<file path="src/rtl/frame_reader_pkg.sv">
// Shared types for the frame buffer read sequencer: FSM states, buffered pixel record, gray weights.
package frame_reader_pkg;

    localparam int PIX_W = 24;

    localparam logic [15:0] GRAY_R = 16'd77;
    localparam logic [15:0] GRAY_G = 16'd150;
    localparam logic [15:0] GRAY_B = 16'd29;

    typedef enum logic [1:0] {
        IDLE,
        READ,
        DRAIN,
        DONE
    } state_t;

    typedef struct packed {
        logic [PIX_W-1:0] data;
        logic             sof;
        logic             eol;
        logic             eof;
    } pix_t;

    localparam int PIX_BITS = $bits(pix_t);

    // Weights sum to 256, so the 16-bit sum cannot overflow for 8-bit channels.
    function automatic logic [PIX_W-1:0] to_gray(input logic [PIX_W-1:0] rgb);
        logic [15:0] y;
        y = GRAY_R * {8'd0, rgb[23:16]} + GRAY_G * {8'd0, rgb[15:8]} + GRAY_B * {8'd0, rgb[7:0]};
        return {y[15:8], y[15:8], y[15:8]};
    endfunction

endpackage

</file>
<file path="src/rtl/frame_reader_pixel_skid_fifo.sv">
// Two-entry pixel FIFO, head is entry 0; zero latency from register to head, one cycle push-to-visible.
// Never pushed while full: the reader's credit check guarantees a free slot for every read in flight.
module pixel_skid_fifo
    import frame_reader_pkg::*;
(
    input  logic                clk,
    input  logic                rst,
    input  logic                push,
    input  logic [PIX_BITS-1:0] push_pix,
    input  logic                pop,
    output logic [PIX_BITS-1:0] head,
    output logic [1:0]          count
);

    pix_t entry0, entry1;
    logic pop_eff;

    assign pop_eff = pop && (count != 2'd0);
    assign head    = entry0;

    always_ff @(posedge clk or posedge rst) begin
        if (rst) begin
            entry0 <= '0;
            entry1 <= '0;
            count  <= 2'd0;
        end else begin
            if (pop_eff) begin
                entry0 <= (count == 2'd2) ? entry1 : pix_t'(push_pix);
                if (count == 2'd2 && push)
                    entry1 <= push_pix;
            end else if (push) begin
                if (count == 2'd0)
                    entry0 <= push_pix;
                else
                    entry1 <= push_pix;
            end
            count <= count + {1'b0, push} - {1'b0, pop_eff};
        end
    end

endmodule

</file>
<file path="src/rtl/frame_reader.sv">
// Raster-order frame buffer reader to valid/ready stream; first pixel 3 cycles after start, lossless under backpressure.
// Define FRAME_READER_GRAY_EN to emit luma replicated on all three channels instead of raw RGB.
module frame_reader
    import frame_reader_pkg::*;
#(
    parameter int RGB_WIDTH    = 24,
    parameter int IMG_WIDTH    = 176,
    parameter int IMG_HEIGHT   = 240,
    parameter int TOTAL_PIXELS = IMG_WIDTH * IMG_HEIGHT,
    parameter int ADDR_WIDTH   = $clog2(TOTAL_PIXELS)
) (
    input  logic                  clk,
    input  logic                  reset,
    input  logic                  start,
    output logic                  busy,
    output logic                  done,
    output logic                  oe,
    output logic [ADDR_WIDTH-1:0] rAddr,
    input  logic [RGB_WIDTH-1:0]  rData,
    output logic                  m_valid,
    input  logic                  m_ready,
    output logic [RGB_WIDTH-1:0]  m_data,
    output logic                  m_sof,
    output logic                  m_eol,
    output logic                  m_eof
);

    localparam int X_WIDTH = (IMG_WIDTH > 1) ? $clog2(IMG_WIDTH) : 1;

    state_t               state, state_nxt;
    logic [ADDR_WIDTH-1:0] addr;
    logic [X_WIDTH-1:0]    x;
    logic                  inflight;
    logic                  rd_sof, rd_eol, rd_eof;
    logic                  last_addr, last_x;
    logic                  pop, credit;
    logic [2:0]            occ;
    logic [1:0]            fifo_count;
    logic [PIX_BITS-1:0]   head_bits;
    pix_t                  wr_pix, head;

    assign last_addr = (addr == ADDR_WIDTH'(TOTAL_PIXELS - 1));
    assign last_x    = (x == X_WIDTH'(IMG_WIDTH - 1));
    assign pop       = m_valid && m_ready;

    // A slot must be free for every read already issued, counting the one leaving this cycle.
    assign occ    = {1'b0, fifo_count} + {2'b00, inflight};
    assign credit = occ < ({2'b00, pop} + 3'd2);

    always_comb begin
        state_nxt = state;
        oe        = 1'b0;
        case (state)
            IDLE:  if (start) state_nxt = READ;
            READ: begin
                oe = credit;
                if (credit && last_addr) state_nxt = DRAIN;
            end
            // Leave as the last pixel pops so done lands one cycle after the eof handshake.
            DRAIN: if (!inflight && (fifo_count == 2'd0 || (fifo_count == 2'd1 && pop)))
                       state_nxt = DONE;
            DONE:  state_nxt = IDLE;
            default: state_nxt = IDLE;
        endcase
    end

    always_ff @(posedge clk or posedge reset) begin
        if (reset) begin
            state    <= IDLE;
            addr     <= '0;
            x        <= '0;
            inflight <= 1'b0;
            rd_sof   <= 1'b0;
            rd_eol   <= 1'b0;
            rd_eof   <= 1'b0;
        end else begin
            state    <= state_nxt;
            inflight <= oe;
            rd_sof   <= (addr == '0);
            rd_eol   <= last_x;
            rd_eof   <= last_addr;
            if (state == IDLE && start) begin
                addr <= '0;
                x    <= '0;
            end else if (oe) begin
                addr <= last_addr ? '0 : addr + 1'b1;
                x    <= last_x ? '0 : x + 1'b1;
            end
        end
    end

    always_comb begin
        wr_pix     = '0;
`ifdef FRAME_READER_GRAY_EN
        wr_pix.data = to_gray(rData);
`else
        wr_pix.data = rData;
`endif
        wr_pix.sof = rd_sof;
        wr_pix.eol = rd_eol;
        wr_pix.eof = rd_eof;
    end

    pixel_skid_fifo u_fifo (
        .clk      (clk),
        .rst      (reset),
        .push     (inflight),
        .push_pix (wr_pix),
        .pop      (pop),
        .head     (head_bits),
        .count    (fifo_count)
    );

    assign head    = head_bits;
    assign rAddr   = addr;
    assign busy    = (state == READ) || (state == DRAIN);
    assign done    = (state == DONE);
    assign m_valid = (fifo_count != 2'd0);
    assign m_data  = head.data;
    assign m_sof   = head.sof && m_valid;
    assign m_eol   = head.eol && m_valid;
    assign m_eof   = head.eof && m_valid;

endmodule

</file>
<file path="config.mk">
export PLATFORM = sky130hd
export DESIGN_NAME = frame_reader
export DESIGN_NICKNAME = d
export VERILOG_FILES = /design/src/rtl/frame_reader_pkg.sv /design/src/rtl/frame_reader_pixel_skid_fifo.sv /design/src/rtl/frame_reader.sv
export SDC_FILE = /design/constraint.sdc
export NUM_CORES = 1
export LEC_CHECK = 0
export ABC_CLOCK_PERIOD_IN_PS = 7700
export CORE_ASPECT_RATIO = 1.75
export CORE_UTILIZATION = 25
export CTS_BUF_LIST = sky130_fd_sc_hd__clkbuf_2 sky130_fd_sc_hd__clkbuf_4 sky130_fd_sc_hd__clkbuf_8
export DETAILED_ROUTE_END_ITERATION = 8
export PLACE_DENSITY = 0.44
export SYNTH_ARGS = -nofsm -noshare
export SYNTH_HDL_FRONTEND = slang
export SYNTH_SLANG_ARGS = --single-unit
</file>
<file path="constraint.sdc">
create_clock -name clk -period 7.7 [get_ports clk]
set_clock_uncertainty 0.05 [all_clocks]
set_input_delay 1.54 -clock clk [delete_from_list [all_inputs] [get_ports clk]]
set_output_delay 1.54 -clock clk [all_outputs]
set_load 0.01 [all_outputs]
</file>
==> results.json, run 1 <==
{
  "status": "finished clean",
  "hpwl_um": 7100,
  "ys_seq_area_frac": 0.505,
  "r2r-start": "inflight",
  "grt_pass1_vias": 3279,
  "cp.arrival_ps": 4150,
  "rsz0062_at_grt": "false",
  "routed.top_layer": "met4",
  "grt_usage": 0.126,
  "wl_per_cell_um": 15.1,
  "die_w_um": 101,
  "finalHoldViolCount": 0,
  "drc": 0,
  "synth-compound-area-share": 0.0930,
  "power.switching_w": 0.000721,
  "ant_nets": 0,
  "critPathLaunchType": "primary input",
  "grt_overflow_total": 0,
  "ios": 75,
  "pwr-share-comb": 0.433,
  "worst_pin_slew_ps": 1000,
  "wl_um": 10200,
  "cap_violations": 0,
  "cts.sinks": 86,
  "met1_length_um": 4390,
  "wl_met2_um": 5330,
  "die_h_um": 175,
  "synth-simple-area-share": 0.135,
  "setup_violations": 0,
  "fmax_mhz": 174,
  "path_cells": "clkdlybuf4s50_1 > o21ai_1 > o21ai_1 > nand2_1 > inv_2 > clkdlybuf4s50_1",
  "clkTransAtPathRegs_ps": 80,
  "min_to": "u_fifo.head[1]",
  "required_ps": 6110,
  "netlist_area_um2": 4260,
  "area_growth_pct": 23.4,
  "hold_path.class": "reg2reg",
  "cp_max_fo": 19,
  "crit_path_end_kind": "primary output",
  "h-tree-depth": 3,
  "drtIter0Drc": 107,
  "cts_tree": "built",
  "placed_area_um2": 5080,
  "hold_start": "u_fifo.head[1]",
  "fillers": 1735,
  "post_cts_buffers": 0,
  "worst_r2r_path_depth": 7,
  "vias": 3089,
  "setup-tns-final_ps": 0,
  "worst_r2r_endpoint": "x[7]",
  "crit_type": "in2out",
  "antenna_cells": 0,
  "grt_max_degree": 66,
  "async_reset_ff_frac": 1.00,
  "maxSlewHeadroom": 0.331,
  "met3RoutedLength_um": 380,
  "syn_inst": 401,
  "yosys_warnings": 0,
  "power_switching_share": 0.385,
  "numCtsBuffers": 9,
  "cts.hold.buffers_added": 0,
  "ctsLongestPathBuffers": 2,
  "dp_slack_ps": 1990,
  "via_per_inst": 4.55,
  "pwr-share-seq": 0.404,
  "ys_ff_latch": 86,
  "synth-xor-area-share": 0.0144,
  "syn_avg_cell_area_um2": 10.6,
  "fin_area_um2": 5260,
  "leakagePower_nw": 2.37,
  "ir_drop_mv": 0.155,
  "slowest_delay_ps": 610,
  "die-area_um2": 17600,
  "hold_depth": 2,
  "synth_edf_count": 0,
  "cts_resized": 0,
  "core_area_um2": 16500,
  "yosys-mux-area-fraction": 0.142,
  "final_max_slew_viol_count": 0,
  "clkPwrFrac": 0.164,
  "total_power_w": 0.00187,
  "synth_fa_ha_area_frac": 0.0352,
  "period_needed_ps": 5740,
  "fin_ws_ps": 1960,
  "numPortBuffers": 74,
  "worstSkewPairLatency_ps": 360,
  "fin_nets": 490,
  "antenna_found_initial": 0,
  "final_cell_mix": "dfrtp_1, clkdlybuf4s50_1, nand2_1",
  "r2r_slack_ps": 4930,
  "slowest_stage": "clkdlybuf4s50_1",
  "layout_commonest_cell": "dfrtp_1",
  "period_share": 0.746,
  "drt_pass1_iterations": 4,
  "initial_core_util": 0.258,
  "p_int_w": 0.00115,
  "routabilityCongestion": 0.784,
  "fp-row-count": 62,
  "synthesis.nets": 441,
  "synth_cell_types": 41,
  "root_buffer": "clkbuf_8",
  "holdWs_ps": 430,
  "grt_pass1_wl_um": 17300,
  "drive_gt1_frac": 0.119,
  "synth_top_family_by_area": "multiplexers",
  "synth_ff_type": "dfrtp_1",
  "p_per_area_nw_per_um2": 355
}
==> power by group through the flow <==
stage	logic (W)	registers, W	clock network, W
6_report	0.000810	0.000755	0.000306
5_1_grt	0.000905	0.000781	0.000343
4_1_cts	0.000828	0.000756	0.000325
3_5_place_dp	0.000825	0.000764	0
3_3_place_gp	0.000812	0.000758	0
2_1_floorplan	0.000590	0.000732	0
==> final cells by class <==
cell class	instances	area, µm²	area share
inverter	16	73.8	0.0140
tap	224	280	0.0532
timing repair buffer	77	763	0.145
clock inverter	5	42.5	0.00808
clock buffer	11	145	0.0276
sequential	86	2150	0.409
multi-input combinational	260	1810	0.343
==> worst max-delay path, delay by kind of cell <==
family	cells	cell delay (ps)
buffers and inverters	3	1550
AO/OA/AOI/OAI	2	660
AND/OR/NAND/NOR	1	400
==> kinds of logic after synthesis <==
group,Yosys count
AOI/OAI and AO/OA,66
xor gates and xnor gates,7
adders and majority gates,12
buffers and inverters,55
DFF,86
muxes,57
and+or+nand+nor,118
==> cell usage after synthesis (5+ instances only) <==
cell	count	share of area
mux2_2	27	0.071
nand3_1	16	0.019
mux2i_1	29	0.068
or3_1	5	0.0073
o21ai_0	29	0.034
a21oi_1	15	0.018
dfrtp_1	86	0.50
nor2_1	16	0.014
and3_1	6	0.0088
o21ai_1	6	0.0070
nand2_1	47	0.041
nand4_1	7	0.010
clkbuf_1	10	0.0088
inv_1	14	0.012
buf_4	25	0.044
ha_1	12	0.035
nor4_1	6	0.0088
==> per-stage QoR <==
stage | utilization | instances
2_1_floorplan | - | 401
3_3_place_gp | 0.307 | 663
3_5_place_dp | 0.307 | 663
4_1_cts | 0.319 | 679
5_1_grt | 0.319 | 679
6_report | 0.319 | 679
==> how the worst max path moves through the flow <==
stage	cells after the start	startpoint	slack [ps]	end
5_1_grt	6	m_ready	1730	oe
6_report	6	m_ready	1960	oe
2_1_floorplan	5	m_ready	3500	oe
4_1_cts	6	m_ready	1970	oe
3_5_place_dp	6	m_ready	1990	oe
3_3_place_gp	6	m_ready	2120	oe
==> registers in the layout (all words and copies together) (netlist names) <==
signal,flops
rd_eof,1
x,8
u_fifo.count,2
u_fifo.head,27
rd_eol,1
rd_sof,1
state,2
inflight,1
u_fifo.entry1,27
rAddr,16
==> metal layers <==
metal,GRT usage,vias up
met5,0,-
met4,0.0447,0
met3,0.0248,8
met2,0.223,72
met1,0.150,1525
li1,-,1484
(Power assumes the default switching activity.)
==> run 2: changes to the inputs <==
--- a/config.mk
+++ b/config.mk
@@ -5,7 +5,7 @@
 export SDC_FILE = /design/constraint.sdc
 export NUM_CORES = 1
 export LEC_CHECK = 0
-export ABC_CLOCK_PERIOD_IN_PS = 7700
+export ABC_CLOCK_PERIOD_IN_PS = 5300
 export CORE_ASPECT_RATIO = 1.75
 export CORE_UTILIZATION = 25
 export CTS_BUF_LIST = sky130_fd_sc_hd__clkbuf_2 sky130_fd_sc_hd__clkbuf_4 sky130_fd_sc_hd__clkbuf_8
==> constraint.sdc (replaced) <==
create_clock -name clk -period 5.3 [get_ports clk]
set_clock_uncertainty 0.05 [all_clocks]
set_input_delay 1.06 -clock clk [delete_from_list [all_inputs] [get_ports clk]]
set_output_delay 1.06 -clock clk [all_outputs]
set_load 0.01 [all_outputs]
==> run 2 against run 1 <==
Effect of this change:
- flip-flop and latch count unchanged
- register-to-register slack got worse by 2200 ps
- sequential share of layout area shrank 0.34 points
- final area rose by 0.83%
- total power grew 49%
- critical path depth is 1 higher
- via count rose by 0.91%
- critical endpoint unchanged
==> results.json, run 2 (synthesis gave the netlist of run 1 again) <==
{
  "met3RoutedLength_um": 468,
  "fin_util": 0.321,
  "worst_pin_slew_ps": 1060,
  "period_share": 0.814,
  "grt_pass1_wl_um": 17000,
  "setup-tns-final_ps": 0,
  "via_per_inst": 4.58,
  "initial_core_util": 0.258,
  "core_area_um2": 16500,
  "wl_um": 10400,
  "crit_path_end_kind": "primary output",
  "leakagePower_nw": 2.39,
  "die_h_um": 175,
  "ant_nets": 0,
  "numCtsBuffers": 9,
  "cts_resized": 0,
  "required_ps": 4190,
  "antenna_found_initial": 0,
  "hold_path.class": "reg2reg",
  "vias": 3117,
  "fmax_mhz": 232,
  "routed.top_layer": "met4",
  "worstSkewPairLatency_ps": 350,
  "p_per_area_nw_per_um2": 524,
  "grt_usage": 0.125,
  "cap_violations": 0,
  "dp_slack_ps": 1020,
  "final_cell_mix": "dfrtp_1, clkdlybuf4s50_1, nand2_1",
  "area_growth_pct": 24.5,
  "grt_overflow_total": 0,
  "maxSlewHeadroom": 0.296,
  "crit_type": "in2out",
  "rsz0062_at_grt": "false",
  "fin_nets": 492,
  "clkTransAtPathRegs_ps": 80,
  "grt_pass1_vias": 3208,
  "die-area_um2": 17600,
  "setup_violations": 0,
  "antenna_cells": 0,
  "final_max_slew_viol_count": 0,
  "cts.sinks": 86,
  "ctsLongestPathBuffers": 2,
  "period_needed_ps": 4310,
  "drt_pass1_iterations": 4,
  "numPortBuffers": 74,
  "die_w_um": 101,
  "cts_tree": "built",
  "finalHoldViolCount": 0,
  "cts.hold.buffers_added": 0,
  "fin_ws_ps": 988,
  "met1_length_um": 4400,
  "post_cts_buffers": 0,
  "fp-row-count": 62,
  "wl_met2_um": 5310,
  "grt_max_degree": 45,
  "worst_r2r_path_depth": 7,
  "root_buffer": "clkbuf_8",
  "cp_max_fo": 19,
  "ir_drop_mv": 0.254,
  "cp.arrival_ps": 3200,
  "hpwl_um": 7330,
  "wl_per_cell_um": 15.3,
  "drtIter0Drc": 149,
  "ios": 75,
  "h-tree-depth": 3,
  "routabilityCongestion": 0.804,
  "drive_gt1_frac": 0.123,
  "status": "finished clean",
  "critPathLaunchType": "primary input",
  "layout_commonest_cell": "dfrtp_1",
  "drc": 0,
  "hold_depth": 2
}
run 2: cell types whose count changed in the layout (fill, tap and decap cells not counted):
cell | previous run | this run
clkinvlp_4 | 1 | 0
buf_4 | 3 | 5
clkbuf_8 | 10 | 11
clkbuf_4 | 1 | 0
bufinv_16 | 0 | 1
run 2: critical path, cell delays in order:
cell	delay [ps]
clkdlybuf4s50_1	540
o21ai_1	110
o21ai_1	130
buf_4	180
nand2_1	220
inv_2	350
clkdlybuf4s50_1	610
run 2: final timing paths:
path,start,endpoint,slack [ps]
min,u_fifo.head[1],u_fifo.head[1],430
min in group asynchronous,reset,u_fifo.head[10],1090
max reg2reg,inflight,x[7],2680
max,m_ready,oe,990
min reg2reg,u_fifo.head[1],u_fifo.head[1],430
max in group asynchronous,reset,u_fifo.entry1[24],3030
run 2: cell type report:
class	count	area, µm²
Clock buffer	11	151
Clock inverter	5	65.1
Fill cell	1720	11200
Inverter	16	73.8
Multi-Input combinational cell	260	1810
Sequential cell	86	2150
Tap cell	224	280
Timing Repair Buffer	79	778
run 2: per-layer routing:
layer  GRT usage  vias to the layer above
li1            -                     1487
met2       0.220                      100
met3      0.0248                       13
met4      0.0459                        0
met1       0.148                     1517
met5           0                        -
run 2: power by group:
| part | leakage, nW | switching, W | internal [W] | total, W |
|---|---|---|---|---|
| Clock | 0.110 | 0.000248 | 0.000248 | 0.000496 |
| Sequential | 1.07 | 0.000185 | 0.000909 | 0.00109 |
| Combinational | 1.22 | 0.000608 | 0.000581 | 0.00119 |
run 2: metrics by stage:
stage	hold WS, ps	cells	power [W]	instance area (µm²)
global route	466	681	0.00299	5310
CTS	436	681	0.00283	5310
finish	435	681	0.00278	5310
global placement	410	665	0.00229	5090
detailed placement	417	665	0.00232	5090
floorplan	392	401	0.00192	4260
==> run 3: changes to the inputs <==
--- a/config.mk
+++ b/config.mk
@@ -5,12 +5,12 @@
 export SDC_FILE = /design/constraint.sdc
 export NUM_CORES = 1
 export LEC_CHECK = 0
-export ABC_CLOCK_PERIOD_IN_PS = 5300
+export ABC_CLOCK_PERIOD_IN_PS = 3800
 export CORE_ASPECT_RATIO = 1.75
 export CORE_UTILIZATION = 25
 export CTS_BUF_LIST = sky130_fd_sc_hd__clkbuf_2 sky130_fd_sc_hd__clkbuf_4 sky130_fd_sc_hd__clkbuf_8
 export DETAILED_ROUTE_END_ITERATION = 8
-export PLACE_DENSITY = 0.44
+export PLACE_DENSITY = 0.45
 export SYNTH_ARGS = -nofsm -noshare
 export SYNTH_HDL_FRONTEND = slang
 export SYNTH_SLANG_ARGS = --single-unit
==> constraint.sdc (replaced) <==
create_clock -name clk -period 3.8 [get_ports clk]
set_clock_uncertainty 0.05 [all_clocks]
set_input_delay 0.76 -clock clk [delete_from_list [all_inputs] [get_ports clk]]
set_output_delay 0.76 -clock clk [all_outputs]
set_load 0.01 [all_outputs]
==> run 3 against run 2 <==
Effect of this change:
- hold slack got worse by 3.9 ps
- final area rose by 2.0%
- final cell count rose by 0.44%
- sequential power rose by 39%
- via count fell by 0.32%
- flip-flop and latch count did not move
- critical path depth fell by 1
- register-to-register slack got worse by 1400 ps
- total power rose by 50%
- routed wire length fell by 1.8%
- count of clock-buffer cells in the layout fell by 1
- die area did not move
- critical endpoint unchanged
- highest routed layer unchanged
==> results.json, run 3 (synthesis gave the netlist of run 1 again) <==
{
  "wl_um": 10200,
  "p_per_area_nw_per_um2": 770,
  "grt_pass1_wl_um": 16900,
  "final_cell_mix": "dfrtp_1, clkdlybuf4s50_1, nand2_1",
  "root_buffer": "clkbuf_8",
  "die_w_um": 101,
  "grt_max_degree": 55,
  "r2r_slack_ps": 1290,
  "finalNonFillerCells": 684,
  "ant_nets": 0,
  "placed_area_um2": 5130,
  "cts.hold.buffers_added": 0,
  "drtIter0Drc": 56,
  "cts.sinks": 86,
  "vias": 3107,
  "period_share": 0.816,
  "power_switching_share": 0.353,
  "wl_per_cell_um": 14.9,
  "fp-row-count": 62,
  "grt_usage": 0.124,
  "pwr-share-comb": 0.414,
  "finalHoldViolCount": 0,
  "min_to": "u_fifo.head[1]",
  "layout_commonest_cell": "dfrtp_1",
  "cts_resized": 0,
  "initial_core_util": 0.258,
  "setup_violations": 0,
  "hpwl_um": 6990,
  "dpl.cell_count": 668,
  "fin_area_um2": 5420,
  "cap_violations": 0,
  "antenna_found_initial": 0,
  "power.switching_w": 0.00147,
  "fmax_mhz": 323,
  "core_area_um2": 16500,
  "worst_r2r_endpoint": "rAddr[14]",
  "worst_r2r_path_depth": 6,
  "drt_pass1_iterations": 4,
  "die-area_um2": 17600,
  "numPortBuffers": 74,
  "crit_path_end_kind": "primary output",
  "drive_gt1_frac": 0.128,
  "numCtsBuffers": 9,
  "required_ps": 2990,
  "die_h_um": 175,
  "cp_max_fo": 4,
  "hold_start": "u_fifo.head[1]",
  "worst_pin_slew_ps": 1030,
  "area_growth_pct": 27.0,
  "grt_pass1_vias": 3300,
  "maxSlewHeadroom": 0.312,
  "startpoint": "m_ready",
  "clkTransAtPathRegs_ps": 90,
  "h-tree-depth": 3,
  "cp.arrival_ps": 2290,
  "drc": 0,
  "fin_nets": 495,
  "r2r-start": "rAddr[11]",
  "crit_type": "in2out",
  "fin_util": 0.328,
  "post_cts_buffers": 0,
  "clkPwrFrac": 0.221,
  "routabilityCongestion": 0.768,
  "cts_tree": "built",
  "hold_depth": 2,
  "grt_overflow_total": 0,
  "antenna_cells": 0,
  "pwr-share-seq": 0.364,
  "rsz0062_at_grt": "false",
  "ios": 75,
  "ir_drop_mv": 0.371,
  "setup-tns-final_ps": 0,
  "p_int_w": 0.00270,
  "ctsLongestPathBuffers": 2,
  "worstSkewPairLatency_ps": 360,
  "status": "finished clean",
  "period_needed_ps": 3100,
  "final_max_slew_viol_count": 0,
  "critPathLaunchType": "primary input",
  "hold_path.class": "reg2reg",
  "via_per_inst": 4.54,
  "leakagePower_nw": 2.44
}
==> run 3: worst max-delay path, cell delays in order <==
cell and delay, ps:
clkdlybuf4s50_1 540, o21ai_1 110, o21ai_1 170, nand2_1 110, inv_2 70, clkdlybuf4s50_1 530
==> run 3: layout make-up <==
class	instances	area (µm²)
inverter	16	73.8
clock inverter	6	158
multi-input combinational	260	1810
sequential	86	2150
fill	1715	11100
tap	224	280
clock buffer	10	131
timing repair buffer	82	813
==> run 3: routing by layer <==
layer	wire length (µm)	vias to the layer above	global-route usage
li1	-	1500	-
met4	119	0	0.0417
met5	0	-	0
met3	404	7	0.0288
met1	4200	1532	0.139
met2	5480	68	0.225
==> run 3: worst max path at each step <==
stage,to,slack (ps),depth (start not counted)
after detailed placement,oe,690,6
after CTS,oe,660,7
after global routing,oe,540,7
after global placement,oe,670,6
final,oe,700,6
after floorplan,inflight,770,1
==> run 3: metrics by stage <==
stage               total power [W]  hold slack, ps  setup slack [ps]
floorplan                   0.00268             392               768
global placement            0.00325             411               669
detailed placement          0.00330             416               689
CTS                         0.00425             436               656
global route                0.00449             464               541
finish                      0.00417             431               701
==> run 3: power by group through the flow <==
stage / combinational (W) / clock, W / sequential [W]
floorplan: 0.00119 / 0 / 0.00148
global placement: 0.00173 / 0 / 0.00152
detailed placement: 0.00176 / 0 / 0.00154
CTS: 0.00176 / 0.000958 / 0.00152
global route: 0.00192 / 0.000997 / 0.00157
finish: 0.00173 / 0.000923 / 0.00152
